`config.mk`:
```
export PLATFORM = sky130hd
export DESIGN_NAME = kbd_event_fifo
export DESIGN_NICKNAME = d
export VERILOG_FILES = /design/src/rtl/kbd_pkg.sv /design/src/rtl/kbd_event_fifo_scancode_to_ascii.sv /design/src/rtl/kbd_event_fifo.sv
export SDC_FILE = /design/constraint.sdc
export NUM_CORES = 1
export LEC_CHECK = 0
export ABC_AREA = 1
export CORE_ASPECT_RATIO = 0.9
export CORE_MARGIN = 4
export CORE_UTILIZATION = 40
export CTS_BUF_LIST = sky130_fd_sc_hd__clkbuf_16
export DETAILED_ROUTE_END_ITERATION = 10
export HOLD_SLACK_MARGIN = 0.05
export PLACE_DENSITY = 0.63
export SLEW_MARGIN = 20
export SYNTH_ARGS = -nofsm -noshare
export SYNTH_HDL_FRONTEND = slang
export SYNTH_SLANG_ARGS = --single-unit
```
`constraint.sdc`:
```
create_clock -name clk -period 5.3 [get_ports clk]
set_input_delay 0.795 -clock clk [delete_from_list [all_inputs] [get_ports clk]]
set_output_delay 0.795 -clock clk [all_outputs]
set_load 0.005 [all_outputs]
```
`src/rtl/kbd_pkg.sv`:
```
// kbd_pkg: shared constants and the FIFO entry layout for the keyboard event path.
//   - scancode constants for the modifier keys and PS/2 prefixes
//   - KBD_RESET_CODE: code the decoder presents out of reset
//   - kbd_event_t: 24-bit FIFO entry
package kbd_pkg;

    localparam int unsigned KEY_W   = 32;
    localparam int unsigned ASCII_W = 8;

    localparam logic [7:0] LSHIFT    = 8'h12;
    localparam logic [7:0] RSHIFT    = 8'h59;
    localparam logic [7:0] CTRL      = 8'h14;
    localparam logic [7:0] CAPS      = 8'h58;
    localparam logic [7:0] PREFIX_E0 = 8'hE0;
    localparam logic [7:0] PREFIX_F0 = 8'hF0;

    localparam logic [KEY_W-1:0] KBD_RESET_CODE = 32'h0000_001C;

    // FIFO entry, MSB first: [23] brk, [22] ext, [21] shift, [20] ctrl,
    // [19] caps, [18:16] zero, [15:8] scancode, [7:0] ascii
    typedef struct packed {
        logic               brk;
        logic               ext;
        logic               shift;
        logic               ctrl;
        logic               caps;
        logic [2:0]         rsvd;
        logic [7:0]         sc;
        logic [ASCII_W-1:0] ascii;
    } kbd_event_t;

endpackage

```
`src/rtl/kbd_event_fifo_scancode_to_ascii.sv`:
```
// scancode_to_ascii: combinational set-2 scancode to ASCII translation.
// Built only when KBD_ASCII_EN is defined.
//   sc    in  8  scancode
//   ext   in  1  extended (E0) code; always translates to 00
//   shift in  1  either shift held
//   caps  in  1  caps-lock state
//   ascii out 8  translated character, 00 when unmapped
`ifdef KBD_ASCII_EN
module scancode_to_ascii
    import kbd_pkg::*;
(
    input  logic [7:0]         sc,
    input  logic               ext,
    input  logic               shift,
    input  logic               caps,
    output logic [ASCII_W-1:0] ascii
);

    logic [7:0] base;
    logic       is_alpha;
    logic       is_digit;

    // Shifted glyphs on the number row
    function automatic logic [7:0] shift_digit(input logic [7:0] d);
        logic [7:0] r;
        case (d)
            8'h30:   r = 8'h29; // 0 -> )
            8'h31:   r = 8'h21; // 1 -> !
            8'h32:   r = 8'h40; // 2 -> @
            8'h33:   r = 8'h23; // 3 -> #
            8'h34:   r = 8'h24; // 4 -> $
            8'h35:   r = 8'h25; // 5 -> %
            8'h36:   r = 8'h5E; // 6 -> ^
            8'h37:   r = 8'h26; // 7 -> &
            8'h38:   r = 8'h2A; // 8 -> *
            8'h39:   r = 8'h28; // 9 -> (
            default: r = 8'h00;
        endcase
        return r;
    endfunction

    // Unshifted character lookup
    always_comb begin
        base     = 8'h00;
        is_alpha = 1'b0;
        is_digit = 1'b0;
        case (sc)
            8'h1C: begin base = 8'h61; is_alpha = 1'b1; end
            8'h32: begin base = 8'h62; is_alpha = 1'b1; end
            8'h21: begin base = 8'h63; is_alpha = 1'b1; end
            8'h23: begin base = 8'h64; is_alpha = 1'b1; end
            8'h24: begin base = 8'h65; is_alpha = 1'b1; end
            8'h2B: begin base = 8'h66; is_alpha = 1'b1; end
            8'h34: begin base = 8'h67; is_alpha = 1'b1; end
            8'h33: begin base = 8'h68; is_alpha = 1'b1; end
            8'h43: begin base = 8'h69; is_alpha = 1'b1; end
            8'h3B: begin base = 8'h6A; is_alpha = 1'b1; end
            8'h42: begin base = 8'h6B; is_alpha = 1'b1; end
            8'h4B: begin base = 8'h6C; is_alpha = 1'b1; end
            8'h3A: begin base = 8'h6D; is_alpha = 1'b1; end
            8'h31: begin base = 8'h6E; is_alpha = 1'b1; end
            8'h44: begin base = 8'h6F; is_alpha = 1'b1; end
            8'h4D: begin base = 8'h70; is_alpha = 1'b1; end
            8'h15: begin base = 8'h71; is_alpha = 1'b1; end
            8'h2D: begin base = 8'h72; is_alpha = 1'b1; end
            8'h1B: begin base = 8'h73; is_alpha = 1'b1; end
            8'h2C: begin base = 8'h74; is_alpha = 1'b1; end
            8'h3C: begin base = 8'h75; is_alpha = 1'b1; end
            8'h2A: begin base = 8'h76; is_alpha = 1'b1; end
            8'h1D: begin base = 8'h77; is_alpha = 1'b1; end
            8'h22: begin base = 8'h78; is_alpha = 1'b1; end
            8'h35: begin base = 8'h79; is_alpha = 1'b1; end
            8'h1A: begin base = 8'h7A; is_alpha = 1'b1; end
            8'h45: begin base = 8'h30; is_digit = 1'b1; end
            8'h16: begin base = 8'h31; is_digit = 1'b1; end
            8'h1E: begin base = 8'h32; is_digit = 1'b1; end
            8'h26: begin base = 8'h33; is_digit = 1'b1; end
            8'h25: begin base = 8'h34; is_digit = 1'b1; end
            8'h2E: begin base = 8'h35; is_digit = 1'b1; end
            8'h36: begin base = 8'h36; is_digit = 1'b1; end
            8'h3D: begin base = 8'h37; is_digit = 1'b1; end
            8'h3E: begin base = 8'h38; is_digit = 1'b1; end
            8'h46: begin base = 8'h39; is_digit = 1'b1; end
            8'h29: base = 8'h20;
            8'h5A: base = 8'h0D;
            8'h66: base = 8'h08;
            default: base = 8'h00;
        endcase
    end

    // Apply modifiers; letters honour caps, digits only shift
    always_comb begin
        ascii = 8'h00;
        if (ext) begin
            ascii = 8'h00;
        end else if (is_alpha) begin
            ascii = (shift ^ caps) ? (base - 8'h20) : base;
        end else if (is_digit) begin
            ascii = shift ? shift_digit(base) : base;
        end else begin
            ascii = base;
        end
    end

endmodule
`endif

```
`src/rtl/kbd_event_fifo.sv`:
```
// kbd_event_fifo: turns PS/2 decoder code changes into make/break events,
// tracks Shift/Ctrl/CapsLock and buffers events in a show-ahead FIFO.
// Optional macro KBD_ASCII_EN builds scancode_to_ascii; otherwise ascii = 00.
//   clk      in   1  system clock
//   clrn     in   1  synchronous active-low reset
//   cur_key  in  32  decoder code (0 = prefix in progress)
//   rd_en    in   1  pop head entry
//   ovf_clr  in   1  clear sticky overflow
//   rd_data  out 24  head entry (kbd_event_t layout), valid while !empty
//   empty    out  1  FIFO empty
//   full     out  1  FIFO full
//   count    out  clog2(DEPTH)+1  occupancy
//   overflow out  1  sticky, set when an event is dropped
module kbd_event_fifo
    import kbd_pkg::*;
#(
    parameter int unsigned DEPTH = 16
) (
    input  logic                     clk,
    input  logic                     clrn,
    input  logic [31:0]              cur_key,
    input  logic                     rd_en,
    input  logic                     ovf_clr,
    output logic [23:0]              rd_data,
    output logic                     empty,
    output logic                     full,
    output logic [$clog2(DEPTH):0]   count,
    output logic                     overflow
);

    localparam int unsigned AW = $clog2(DEPTH);
    localparam int unsigned CW = AW + 1;

    logic [KEY_W-1:0] key_q, key_d;
    logic [KEY_W-1:0] last_q, last_d;
    logic             lshift_q, lshift_d;
    logic             rshift_q, rshift_d;
    logic             ctrl_q, ctrl_d;
    logic             caps_q, caps_d;
    logic [AW-1:0]    wr_ptr_q, wr_ptr_d;
    logic [AW-1:0]    rd_ptr_q, rd_ptr_d;
    logic [CW-1:0]    count_q, count_d;
    logic             ovf_q, ovf_d;

    kbd_event_t       mem_q [DEPTH];

    logic             evt;
    logic             brk;
    logic             ext;
    logic [7:0]       sc;
    logic             push;
    logic             pop;
    logic             drop;
    logic [7:0]       ascii_c;
    kbd_event_t       entry;

    assign empty    = (count_q == '0);
    assign full     = (count_q == CW'(DEPTH));
    assign count    = count_q;
    assign overflow = ovf_q;
    assign rd_data  = mem_q[rd_ptr_q];

    // Event decode from the registered code
    always_comb begin
        evt = (key_q != '0) && (key_q != last_q);
        brk = (key_q[15:8] == PREFIX_F0);
        ext = (key_q[15:8] == PREFIX_E0) || (key_q[23:16] == PREFIX_E0);
        sc  = key_q[7:0];
    end

`ifdef KBD_ASCII_EN
    // Translation uses post-update modifiers so breaks match their makes
    scancode_to_ascii u_ascii (
        .sc    (sc),
        .ext   (ext),
        .shift (lshift_d | rshift_d),
        .caps  (caps_d),
        .ascii (ascii_c)
    );
`else
    assign ascii_c = 8'h00;
`endif

    // Next-state: modifiers, entry, FIFO pointers and flags
    always_comb begin
        key_d    = cur_key;
        last_d   = last_q;
        lshift_d = lshift_q;
        rshift_d = rshift_q;
        ctrl_d   = ctrl_q;
        caps_d   = caps_q;
        wr_ptr_d = wr_ptr_q;
        rd_ptr_d = rd_ptr_q;
        count_d  = count_q;
        ovf_d    = ovf_q;

        if (evt) begin
            last_d = key_q;
            if (!ext && sc == LSHIFT) lshift_d = !brk;
            if (!ext && sc == RSHIFT) rshift_d = !brk;
            if (sc == CTRL)           ctrl_d   = !brk;
            if (!ext && sc == CAPS && !brk) caps_d = !caps_q;
        end

        entry.brk   = brk;
        entry.ext   = ext;
        entry.shift = lshift_d | rshift_d;
        entry.ctrl  = ctrl_d;
        entry.caps  = caps_d;
        entry.rsvd  = 3'b000;
        entry.sc    = sc;
        entry.ascii = ascii_c;

        // When full, a same-cycle pop frees the slot being written
        pop  = rd_en && !empty;
        push = evt && (!full || rd_en);
        drop = evt && !push;

        if (push) wr_ptr_d = wr_ptr_q + AW'(1);
        if (pop)  rd_ptr_d = rd_ptr_q + AW'(1);

        if (push && !pop) begin
            count_d = count_q + CW'(1);
        end else if (pop && !push) begin
            count_d = count_q - CW'(1);
        end

        // A drop wins over a clear in the same cycle
        if (drop) begin
            ovf_d = 1'b1;
        end else if (ovf_clr) begin
            ovf_d = 1'b0;
        end
    end

    // State registers
    always_ff @(posedge clk) begin
        if (!clrn) begin
            key_q    <= '0;
            last_q   <= KBD_RESET_CODE;
            lshift_q <= 1'b0;
            rshift_q <= 1'b0;
            ctrl_q   <= 1'b0;
            caps_q   <= 1'b0;
            wr_ptr_q <= '0;
            rd_ptr_q <= '0;
            count_q  <= '0;
            ovf_q    <= 1'b0;
        end else begin
            key_q    <= key_d;
            last_q   <= last_d;
            lshift_q <= lshift_d;
            rshift_q <= rshift_d;
            ctrl_q   <= ctrl_d;
            caps_q   <= caps_d;
            wr_ptr_q <= wr_ptr_d;
            rd_ptr_q <= rd_ptr_d;
            count_q  <= count_d;
            ovf_q    <= ovf_d;
        end
    end

    // Storage; contents need no reset since count gates validity
    always_ff @(posedge clk) begin
        if (clrn && push) begin
            mem_q[wr_ptr_q] <= entry;
        end
    end

endmodule

```
After elaboration in Yosys (flattened, before gate mapping):

Memories as Yosys holds them, arrays and structs flattened. A register that Yosys moved wholly into a read port is not among the register bits.
Cells that the tools add are included.

* $mul: 0
* divide/modulo/power cells: 0
* $lt $le $gt $ge: 0
* shifts and indexed selects: 0
* equal/unequal tests: 9
* multiplexer cells: 16
* reductions and logical operators: 24
* add/subtract/negate cells: 4
* bitwise operators: 1

Operator list (count)
* $ne 32x32->1: 1
* $reduce_bool 32->1: 1
* $eq 8x8->1 const B: 3
* $eq 8x5->1 const B: 2
* $eq 8x7->1 const B: 2
* $mux 1: 12
* $logic_and 1x1->1: 11
* $mux 5: 2
* $add 4x1->4 const B: 2
* $mux 4: 2
* $logic_not 1->1: 7
* $add 5x1->5 const B: 1
* $eq 5x5->1 const B: 1
* $logic_not 5->1: 1
* $sub 5x1->5 const B: 1
* $reduce_bool 2->1: 2
* $logic_or 1x1->1: 2
* $or 1x1->1: 1

* word-level logic and storage cells: 65
* input port bits: 36
* bits in writable memories: 208
* bits in registers: 82
* latch bits: 0
* memories kept: 1
* ROM bits: 0

Memory list
* mem_q: depth 16, bits a word 13, read ports 1, clocked after memory_dff 1, write ports 1, RTL line kbd_event_fifo.sv:45 `kbd_event_t mem_q [DEPTH];`

Logic depth before layout (Yosys ltp):

Gate-level depths: netlist of run 1.

* word-level depth: 8
* gate-level depth with buffers: 20
* mapped depth without buffers: 20

Worst setup path before layout of run 1:

OpenSTA, ideal clock, no wires.

* kind: reg-to-reg
* from: reg key_q[3]
* to: reg count_q[4] (netlist: count[4])
* data arrival time: 2634 ps
* required time: 5181 ps
* path slack: 2547 ps
* library setup time: 119 ps
* cell stages (with the launch flop): 19
* buffers on the path: 0
* cells stage by stage: dfxtp_1 inv_1 nand2_1 nor2_1 nand3_1 nor2_1 nand2_2 nand3_2 inv_1 ha_1 inv_1 fa_1 a21o_1 a21oi_1 nor2_1 nor2_1 nand2_1 o21ai_0 a21oi_1

* longest elaborated chain between the ends: 6
* elaborated cells between the ends (all ways): 9
* those cells by class: eq/ne: 1; mux: 1; reduce/logical: 7

RTL lines
* start: declaration: RTL line kbd_event_fifo.sv:34 `logic [KEY_W-1:0] key_q, key_d;`
* start signal: assignment: RTL line kbd_event_fifo.sv:150 `key_q <= key_d;`
* $ne 32x32->1 or $reduce_bool 32->1 (tied branches): RTL line kbd_event_fifo.sv:65 `evt = (key_q != '0) && (key_q != last_q);`
* $logic_and 1x1->1 *: RTL line kbd_event_fifo.sv:65
* $logic_and 1x1->1 *: RTL line kbd_event_fifo.sv:116 `push = evt && (!full || rd_en);`
* net push: RTL line kbd_event_fifo.sv:51 `logic push;`
* $logic_not 1->1: RTL line kbd_event_fifo.sv:124 `end else if (pop && !push) begin`
* $logic_and 1x1->1: RTL line kbd_event_fifo.sv:124
* $reduce_bool 2->1 (no line)
* end signal: assignment: RTL line kbd_event_fifo.sv:158 `count_q <= count_d;`
* end: declaration: RTL line kbd_event_fifo.sv:42 `logic [CW-1:0] count_q, count_d;`

The timed path passes the listed nets; every way through them passes the cells marked *.
A chain may end at the register's enable or synchronous reset.

==> impl_metrics.json, run 1 <==
{
  "status": "completed",
  "areaGrowthSynthToFinish_pct": 14.9,
  "rsz0062_at_grt": "false",
  "fin_crit_sh": 0.735,
  "dieArea_mm2": 0.0334,
  "tightest_slew_ps": 1110,
  "finalHoldViolations": 0,
  "routed_wl_mm": 26.6,
  "die_h_um": 174,
  "power_w": 0.00570,
  "n_antenna_cell": 0,
  "arrival_ps": 3100,
  "clk_latency_ps": 540,
  "worstPathMaxFanout": 70,
  "p_per_area_mw_per_mm2": 406,
  "overflow": 0,
  "grt_max_degree": 76,
  "drtIter0Drc": 617,
  "gp_congestion": 0.806,
  "ant_nets": 0,
  "clkTransAtPathRegs_ps": 60,
  "die_w_um": 192,
  "multi_input_area_mm2": 0.00350,
  "critPathKind": "flop to output pin",
  "cts_resized": 0,
  "hold_buffers": 0,
  "fillers": 2691,
  "portBuffers": 56,
  "maxCapViolCount": 0,
  "regArea_mm2": 0.00797,
  "clock_power_share": 0.343,
  "skew_ps": 7.15,
  "ys_types": 34,
  "vdd_drop_max_mv": 0.262,
  "place_area_mm2": 0.0131,
  "nets": 1209,
  "p_sw_w": 0.00157,
  "root_buffer": "clkbuf_16",
  "drc": 0,
  "synth-warning-count": 0,
  "grt_pass1_wl_mm": 41.9,
  "cts_tree": "yes",
  "fin_setup_tns_ps": 0,
  "fin_area_mm2": 0.0141,
  "syn_inst": 1119,
  "avgSynthCellArea_um2": 10.9,
  "grt_pass1_vias": 7584,
  "required_ps": 4510,
  "drive_above_1_share": 0.0693,
  "ios": 68,
  "hpwl_mm": 15.6,
  "cts.path.max_buffers": 3,
  "viasPerCell": 4.89,
  "initial_core_util": 0.407,
  "min_path_type": "flop to flop",
  "slew_viol_final": 0,
  "antenna_found_initial": 0,
  "period_minus_slack_ps": 3890,
  "cts_made_buffers": 30,
  "fp-row-count": 60,
  "num_vias": 7764,
  "p_comb_frac": 0.184,
  "grt.total_usage": 0.158,
  "dr.pass1.iters": 5,
  "max-slew-margin-rel": 0.262,
  "coreArea_mm2": 0.0300,
  "end_kind": "output pin",
  "hold-worst-slack_ps": 464,
  "htreeDepth": 1,
  "ys_ff_latch": 294,
  "wl_per_cell_um": 16.8,
  "fmax_mhz": 257,
  "power_frac_seq": 0.472,
  "postCtsSetupBuffers": 0,
  "clkSinkCount": 294,
  "p_leak_nw": 5.40,
  "seq_area_frac_synth": 0.652,
  "internal-power_w": 0.00413,
  "netlist_area_mm2": 0.0122,
  "p_sw_frac": 0.276,
  "setup_viol": 0,
  "critPathLaunchType": "flop"
}
worst max-delay path, stage by stage (launching register included):
cell and delay, ps:
dfxtp_4 880, buf_4 470, a21oi_1 120, o21ai_0 100, o21ai_0 90, o211ai_1 260, nand2_1 100, clkdlybuf4s50_1 460
layout make-up:
type | count | area share
clock inverters | 22 | 0.0102
clock buffers | 31 | 0.0552
inverters | 141 | 0.0377
well taps | 403 | 0.0359
flip-flops and latches | 294 | 0.567
multi-input cells | 632 | 0.249
repair buffers | 64 | 0.0447
state kept, by name (all words and copies together), names as in the netlist, named ones only:
register,flops
mem_q,208
key_q,32
last_q,32
count,5
rd_ptr_q,4
wr_ptr_q,4
caps_q,1
ctrl_q,1
lshift_q,1
overflow,1
rshift_q,1
cells by family after synthesis:
| group | count (synthesis) | share of synthesized area |
|---|---|---|
| adders and majority gates | 10 | 0.0108 |
| muxes | 52 | 0.0426 |
| AOI/OAI and AO/OA | 231 | 0.106 |
| buffers and inverters | 203 | 0.0691 |
| DFF | 294 | 0.652 |
| other | 1 | 0.000307 |
| xor gates and xnor gates | 27 | 0.0193 |
| and+or+nand+nor | 301 | 0.101 |
power by group through the flow:
stage          Clock (W)  Combinational, W  Sequential (W)
2_1_floorplan          0          0.000723         0.00267
3_3_place_gp           0           0.00104         0.00274
3_5_place_dp           0           0.00106         0.00274
4_1_cts          0.00200           0.00106         0.00270
5_1_grt          0.00209           0.00118         0.00271
6_report         0.00196           0.00105         0.00269
placed cells by master, fill, tap and decap left out, drive strengths merged, types with 7 or more instances in the layout:
master,synthesis,layout
a21oi,67,67
nor2,116,116
clkinv,1,13
edfxtp,208,208
o211ai,52,52
nand3,30,30
clkbuf,25,31
o21ai,109,109
conb,1,11
buf,37,9
mux2i,52,52
ha,9,9
nand2,140,140
dfxtp,86,86
inv,140,144
nor3,7,7
xnor2,24,24
clkdlybuf4s50,0,55
cells in the mapped netlist, drive strengths merged:
master    n  area [µm²]
a21o      2        15.0
a21oi    67         335
a31oi     1        6.26
buf      37         221
clkbuf   25        93.8
clkinv    1        3.75
conb      1        3.75
dfxtp    86        1720
edfxtp  208        6250
fa        1        20.0
ha        9         113
inv     140         526
mux2i    52         521
nand2   140         543
nand3    30         155
nand3b    1        7.51
nand4     6        37.5
nor2    116         440
nor3      7        40.0
nor4      1        6.26
o211ai   52         390
o21ai   109         546
xnor2    24         210
xor2      3        26.3
worst paths after layout:
path,start,to,slack (ps),cells past startpoint
max,flop,rd_data[19],1410,7
max reg2reg,key_q[0]$_SDFF_PN0_,count[4]$_SDFFE_PN0P_,1930,18
min,overflow$_SDFFE_PN0P_,overflow$_SDFFE_PN0P_,460,2
min reg2reg,overflow$_SDFFE_PN0P_,overflow$_SDFFE_PN0P_,460,2
layer usage:
metal  up-vias  global-route usage  wire, µm
met5         -                   0         0
met4         0              0.0362       580
met3        45              0.0238      1410
met2       186               0.265     12700
met1      3652               0.217     11900
li1       3881                   -         -
metrics by stage:
| step | utilization | setup slack [ps] | instances |
|---|---|---|---|
| 4_1_cts | 0.468 | 1410 | 1587 |
| 5_1_grt | 0.468 | 1180 | 1587 |
| 6_report | 0.468 | 1410 | 1587 |
| 2_1_floorplan | - | 2550 | 1129 |
| 3_5_place_dp | 0.437 | 1790 | 1534 |
| 3_3_place_gp | 0.437 | 1850 | 1534 |
Power figures use the tool's default switching activity.
==> run 2: changes to the inputs <==
- clock period: 5.3 -> 3.9 ns (I/O delays scaled with it)
==> run 2 against run 1 <==
  * Design area is 1.1% higher
  * Combinational power is 40% higher
  * Power is 36% higher
  * Largest cell class unchanged
==> impl_metrics.json, run 2 (same netlist as run 1, synthesis figures left out) <==
{
  "status": "completed",
  "skew_ps": 6.36,
  "hold_buffers": 0,
  "hpwl_mm": 15.7,
  "fillers": 2742,
  "p_leak_nw": 5.57,
  "fp-row-count": 60,
  "ant_nets": 0,
  "regArea_mm2": 0.00797,
  "coreArea_mm2": 0.0300,
  "cts_made_buffers": 30,
  "p_per_area_mw_per_mm2": 548,
  "grt_pass1_vias": 7597,
  "areaGrowthSynthToFinish_pct": 16.2,
  "rsz0062_at_grt": "false",
  "max-slew-margin-rel": 0.382,
  "die_h_um": 174,
  "required_ps": 3310,
  "n_antenna_cell": 0,
  "grt_pass1_wl_mm": 42.1,
  "worstPathMaxFanout": 59,
  "initial_core_util": 0.407,
  "grt_max_degree": 72,
  "drc": 0,
  "period_minus_slack_ps": 3400,
  "vdd_drop_max_mv": 0.336,
  "tightest_slew_ps": 926,
  "drive_above_1_share": 0.0744,
  "nets": 1232,
  "largest_reg_flops": 208,
  "fmax_mhz": 294,
  "die_w_um": 192,
  "clkSinkCount": 294,
  "slew_viol_final": 0,
  "top_regs": "mem_q: 208 flops, key_q: 32 flops, last_q: 32 flops",
  "cts_tree": "yes",
  "overflow": 0,
  "placed_cells": 1557,
  "regMostFlops": "mem_q",
  "dr.pass1.iters": 4,
  "setup_viol": 0,
  "num_vias": 7968,
  "ios": 68,
  "min_path_type": "flop to flop",
  "cts.path.max_buffers": 3,
  "finalNonFillerCells": 1613,
  "grt.total_usage": 0.160,
  "fin_setup_tns_ps": 0,
  "clkTransAtPathRegs_ps": 60,
  "postCtsSetupBuffers": 0,
  "drtIter0Drc": 598,
  "clk_latency_ps": 540,
  "dieArea_mm2": 0.0334,
  "routed_wl_mm": 26.8,
  "wl_per_cell_um": 16.6,
  "critPathKind": "flop to output pin",
  "critPathLaunchType": "flop",
  "end_kind": "output pin",
  "multi_input_area_mm2": 0.00345,
  "mostFrequentLayoutCells": "208 x edfxtp_1, 140 x inv_1, 137 x nand2_1, 114 x nor2_1, 96 x o21ai_0",
  "fin_crit_sh": 0.873,
  "portBuffers": 56,
  "finalHoldViolations": 0,
  "root_buffer": "clkbuf_16",
  "antenna_found_initial": 0,
  "cts_resized": 0,
  "viasPerCell": 4.94,
  "arrival_ps": 2820,
  "final_common_cell": "edfxtp_1",
  "htreeDepth": 1,
  "maxCapViolCount": 0,
  "gp_congestion": 0.818
}
## run 2: cell count changes in the layout (fill, tap and decap cells not counted), moves of 2 or more
cell,previous run,this run
nor2_4,2,0
nor2_1,100,114
buf_4,7,29
inv_2,6,9
clkinv_2,4,6
clkinv_4,2,0
clkinvlp_2,2,0
inv_1,137,140
clkinvlp_4,3,1
nor2_2,14,2
## run 2: per-layer routing
layer	vias up	GRT usage	wire, µm
li1	3926	-	-
met1	3791	0.220	12000
met2	206	0.269	12800
met3	45	0.0219	1420
met4	0	0.0374	527
met5	-	0	0
## run 2: worst paths after layout
path              depth (start not counted)               endpoint             startpoint  slack [ps]
setup reg to reg                         20  count[4]$_SDFFE_PN0P_    key_q[5]$_SDFF_PN0_         660
setup / recovery                          6            rd_data[12]                   flop         500
hold / removal                            2  overflow$_SDFFE_PN0P_  overflow$_SDFFE_PN0P_         460
hold reg to reg                           2  overflow$_SDFFE_PN0P_  overflow$_SDFFE_PN0P_         460
## run 2: power breakdown
| part | internal [W] | switching [W] |
|---|---|---|
| clock network | 0.00156 | 0.00113 |
| registers | 0.00349 | 0.000136 |
| logic | 0.000646 | 0.000824 |
## run 2: area by class of cell
cell class	instances	share of cell area
clock buffers	31	0.0546
clock inverters	25	0.0111
inverters	141	0.0373
multi-input cells	632	0.243
flip-flops and latches	294	0.561
well taps	403	0.0355
repair buffers	87	0.0572
## run 2: worst max-delay path, stage by stage (launching register included)
cell and delay [ps]:
dfxtp_4 720, buf_12 350, mux2i_1 230, o21ai_1 90, o211ai_1 230, nand2_1 140, clkdlybuf4s50_1 470
## run 2: per-stage QoR
stage	cell area [µm²]	hold slack (ps)	utilization	power (W)	setup slack (ps)
5_1_grt	14200	487	0.473	0.00817	284
3_3_place_gp	13300	460	0.442	0.00514	665
6_report	14200	462	0.473	0.00778	497
4_1_cts	14200	465	0.473	0.00786	430
2_1_floorplan	12300	436	-	0.00461	1150
3_5_place_dp	13300	457	0.442	0.00517	638
==> variant 1: new RTL, settings of run 2 <==
The parameter `DEPTH` goes from 16 to 8.
--- a/src/rtl/kbd_event_fifo.sv
+++ b/src/rtl/kbd_event_fifo.sv
@@ -15,5 +15,5 @@
     import kbd_pkg::*;
 #(
-    parameter int unsigned DEPTH = 16
+    parameter int unsigned DEPTH = 8
 ) (
     input  logic                     clk,
Interface: changed (resized count); port bits go from 68 to 67. The function was not compared with the original's and may differ.
==> variant 1 against run 2 <==
- area after synthesis shrank 36%
- final area shrank 36%
- total power shrank 34%
- routed wire length down 41%
- die area decreased by 35%
- setup slack got worse by 41 ps
- utilization is 0.29 points higher
- sequential cell count is 108 lower
- highest routed layer unchanged
==> variant 1: results (changes against run 2) <==
Netlist cell types=32 (-5.9%); Filler Cells Inserted=1792 (-35%); Multi-input comb cells=527 (-17%); largest net degree at the start of global routing=71 (-1.4%); critical path's largest stage delay=1010 ps (+290 ps); largest registers=mem_q (104), key_q (32), last_q (32); vias in the first global route=5084 (-33%); largest family of logic cells by synthesized area=simple AND/OR/NAND/NOR gates; GR Util All Layers=15.2% (-0.82 points); Combinational Power Share=20.8% (+1.9 points); GR Util met1=20.5% (-1.5 points); clock tree cell share of total cell area=6.61% (+0.037 points); fin nets=924 (-25%); Multi-input gate area=2460 µm² (-29%); worst skew pair latency=430 ps (-110 ps); slowest CP cell=dfxtp_1; Peak supply drop=0.259 mV (-23%); maximum clock path buffer count=2 (-1); GPL Wtd Cong=0.778 (-4.8%); R2R Path End=count[3]; fin cells=1145 (-29%); H-tree Lvls=4 (+3); Worst R2R Path Depth=19 (-5.0%); Synth area leaders=edfxtp_1 40%, dfxtp_1 21%, nor2_1 9.5%, nand2_1 5.8%, o21ai_0 4.8%; CP max FO=27 (-54%); Synth Area in Compound Gates=8.98% (-1.6 points); sequential-to-total area share from yosys stat=61.4% (-3.8 points); Synth Area in Adders=1.06% (-0.021 points); met1 WL=7470 µm (-38%); inverters=82 (-42%); Vias=5395 (-32%); most frequent cells after synthesis=196 x nor2_1, 121 x nand2_1, 104 x edfxtp_1, 82 x dfxtp_1, 79 x inv_1; WHS Endpoint=rd_ptr_q[2]; met3 WL=727 µm (-49%); Num CTS Buffers=17 (-43%); hold wc startpoint=rd_ptr_q[2]; CP endpoint=rd_data[9]; status=completed; non-clk buf share=7.08% (+1.4 points); Worst Slack Setup Final=456 ps (-41.1 ps); Die Width=155 µm (-19%)
## variant 1: cell types whose count changed after synthesis, moves of 6 or more
| cell | run 2 | this run |
|---|---|---|
| o22ai_1 | 0 | 13 |
| nand3_1 | 29 | 16 |
| nor2_1 | 114 | 196 |
| mux2i_1 | 52 | 0 |
| buf_2 | 15 | 5 |
| o211ai_1 | 52 | 0 |
| edfxtp_1 | 208 | 104 |
| o21ai_0 | 96 | 75 |
| inv_1 | 134 | 79 |
| a31oi_1 | 1 | 13 |
| nand2_1 | 137 | 121 |
| buf_1 | 7 | 1 |
| a21oi_1 | 67 | 11 |
## variant 1: stage by stage
step	hold slack [ps]	power, mW	instance area, µm²
2_1_floorplan	433	3.00	7800
3_3_place_gp	460	3.46	8490
3_5_place_dp	461	3.47	8490
4_1_cts	474	5.22	9090
5_1_grt	486	5.45	9090
6_report	477	5.17	9090
==> variant 2: new RTL, config.mk and constraints of run 2 <==
Without the edit above. Register the output `overflow` once more; this adds one clock of latency there. The other outputs are not delayed to match.
--- a/src/rtl/kbd_event_fifo.sv
+++ b/src/rtl/kbd_event_fifo.sv
@@ -58,5 +58,7 @@
     assign full     = (count_q == CW'(DEPTH));
     assign count    = count_q;
-    assign overflow = ovf_q;
+    always_ff @(posedge clk) begin
+        overflow <= ovf_q;
+    end
     assign rd_data  = mem_q[rd_ptr_q];
 
Check against the original RTL: no difference found for any inputs over 4 cycles, from zero or initial values; that may be too few to reach the edited logic, so the function may still have changed.
==> variant 2 against run 2 <==
- clock skew grew 6.2 ps
- sequential cell count up 1
- routed wire length decreased by 0.75%
- area after synthesis increased by 0.16%
- total power increased by 3.2%
- final area rose by 0.86%
- setup slack better by 95 ps
- global-route usage fell by 0.13 points
- largest cell class unchanged
- highest routed layer unchanged
==> variant 2: results (changes against run 2) <==
Synth Flop Type=edfxtp_1; antenna fix cells=0 (unchanged); first-pass GRT wire length=41900 µm (-0.57%); global route overflow=0 (unchanged); largest net degree at the start of global routing=74 (+2.8%); Post-DP Area=13300 µm² (+0.19%); worst hold path type=flip-flop to flip-flop; number of synthesized flops with an enable pin=208 (unchanged); WHS Endpoint=overflow; sequential-to-total area share from yosys stat=65.2% (about the same); GR Util All Layers=15.9% (-0.13 points); GPL Wtd Cong=0.837 (+2.3%); Final Max Slew Viols=0 (unchanged); reg2reg setup slack=660 ps (about the same); share of cells above drive strength 1=7.77% (+0.33 points); DP Worst Slack=561 ps (-76.7 ps); Worst R2R Path Depth=20 (unchanged); Vias=7891 (-0.97%); Slew @ Worst Pin=1040 ps (+115 ps); Synth Area in Compound Gates=10.6% (-0.017 points); routed wire length=26600 µm (-0.75%); Synth area leaders=edfxtp_1 51%, dfxtp_1 14%, mux2i_1 4.2%, nand2_1 4.2%, inv_1 4.1%; root buffer cell=clkbuf_16; CP max FO=52 (-12%); most frequent cells after synthesis=208 x edfxtp_1, 137 x nand2_1, 134 x inv_1, 114 x nor2_1, 96 x o21ai_0; post-DP HPWL=15400 µm (-1.7%); Synth Area in Adders=1.08% (-0.0018 points); Lkg Pwr=5.59 nW (+0.24%); vias in the first global route=7608 (+0.14%); Peak supply drop=0.275 mV (-18%); slowest CP cell=inv_2; fin nets=1232 (unchanged); status=completed; maximum clock path buffer count=3 (unchanged); initial DRC count=523 (-13%); register bank with the most flops=mem_q; Worst Hold Depth=0 (-2); mux cell area share after synthesis=4.25% (-0.0070 points); Synth Area in XOR/XNOR=1.93% (-0.0032 points); DRT Pass-1 Iters=4 (unchanged); Final Skew=12.5 ps (+6.17 ps); hold wc startpoint=ovf_q; Worst EP arrival=2720 ps (-100 ps); Netlist cell types=34 (unchanged); critical path's largest stage delay=750 ps (+30 ps)
[variant 2: cell types whose count changed in the layout (fill, tap and decap cells not counted), sizes merged]
cell	change
dfxtp	+1
clkinvlp	+4
inv	-8
bufinv	+3
clkinv	+1
buf	-1
[variant 2: cells by family after synthesis]
logic type | after synthesis
adders and majority gates | 10
and+or+nand+nor | 301
other | 1
DFF | 295
buffers and inverters | 203
AOI/OAI and AO/OA | 231
xor gates and xnor gates | 27
muxes | 52
[variant 2: per-layer routing]
metal | track usage, % | part of all wire, % | routed length [µm]
met2 | 25.9 | 46 | 12300
met4 | 4.04 | 2.2 | 577
met5 | 0 | 0 | 0
met1 | 22.4 | 46 | 12200
met3 | 2.19 | 5.9 | 1560
[variant 2: worst max path at each step]
stage,depth (start not counted),from,end,slack (ps)
after floorplan,18,key_q[3],count[4],1150
after global placement,15,rd_en,count[4],610
after detailed placement,15,rd_en,count[4],560
after CTS,5,flip-flop,rd_data[11],540
after global routing,20,key_q[5],count[4],280
final,5,flip-flop,rd_data[15],590
[variant 2: stage by stage]
step	instances	hold WS [ps]
3_5_place_dp	1557	345
6_report	1613	353
5_1_grt	1613	368
4_1_cts	1613	356
2_1_floorplan	1130	331
3_3_place_gp	1557	336
[variant 2: layout make-up]
type | count | area, µm²
sequential | 295 | 7990
fill | 2756 | 15700
tap | 403 | 504
inverter | 141 | 529
multi-input combinational | 632 | 3450
clock inverter | 25 | 255
timing repair buffer | 86 | 818
clock buffer | 31 | 776
[variant 2: power breakdown]
part / total, mW / internal (mW) / switching, mW
sequential: 3.61 / 3.50 / 0.112
clock: 2.93 / 1.77 / 1.16
combinational: 1.49 / 0.649 / 0.844
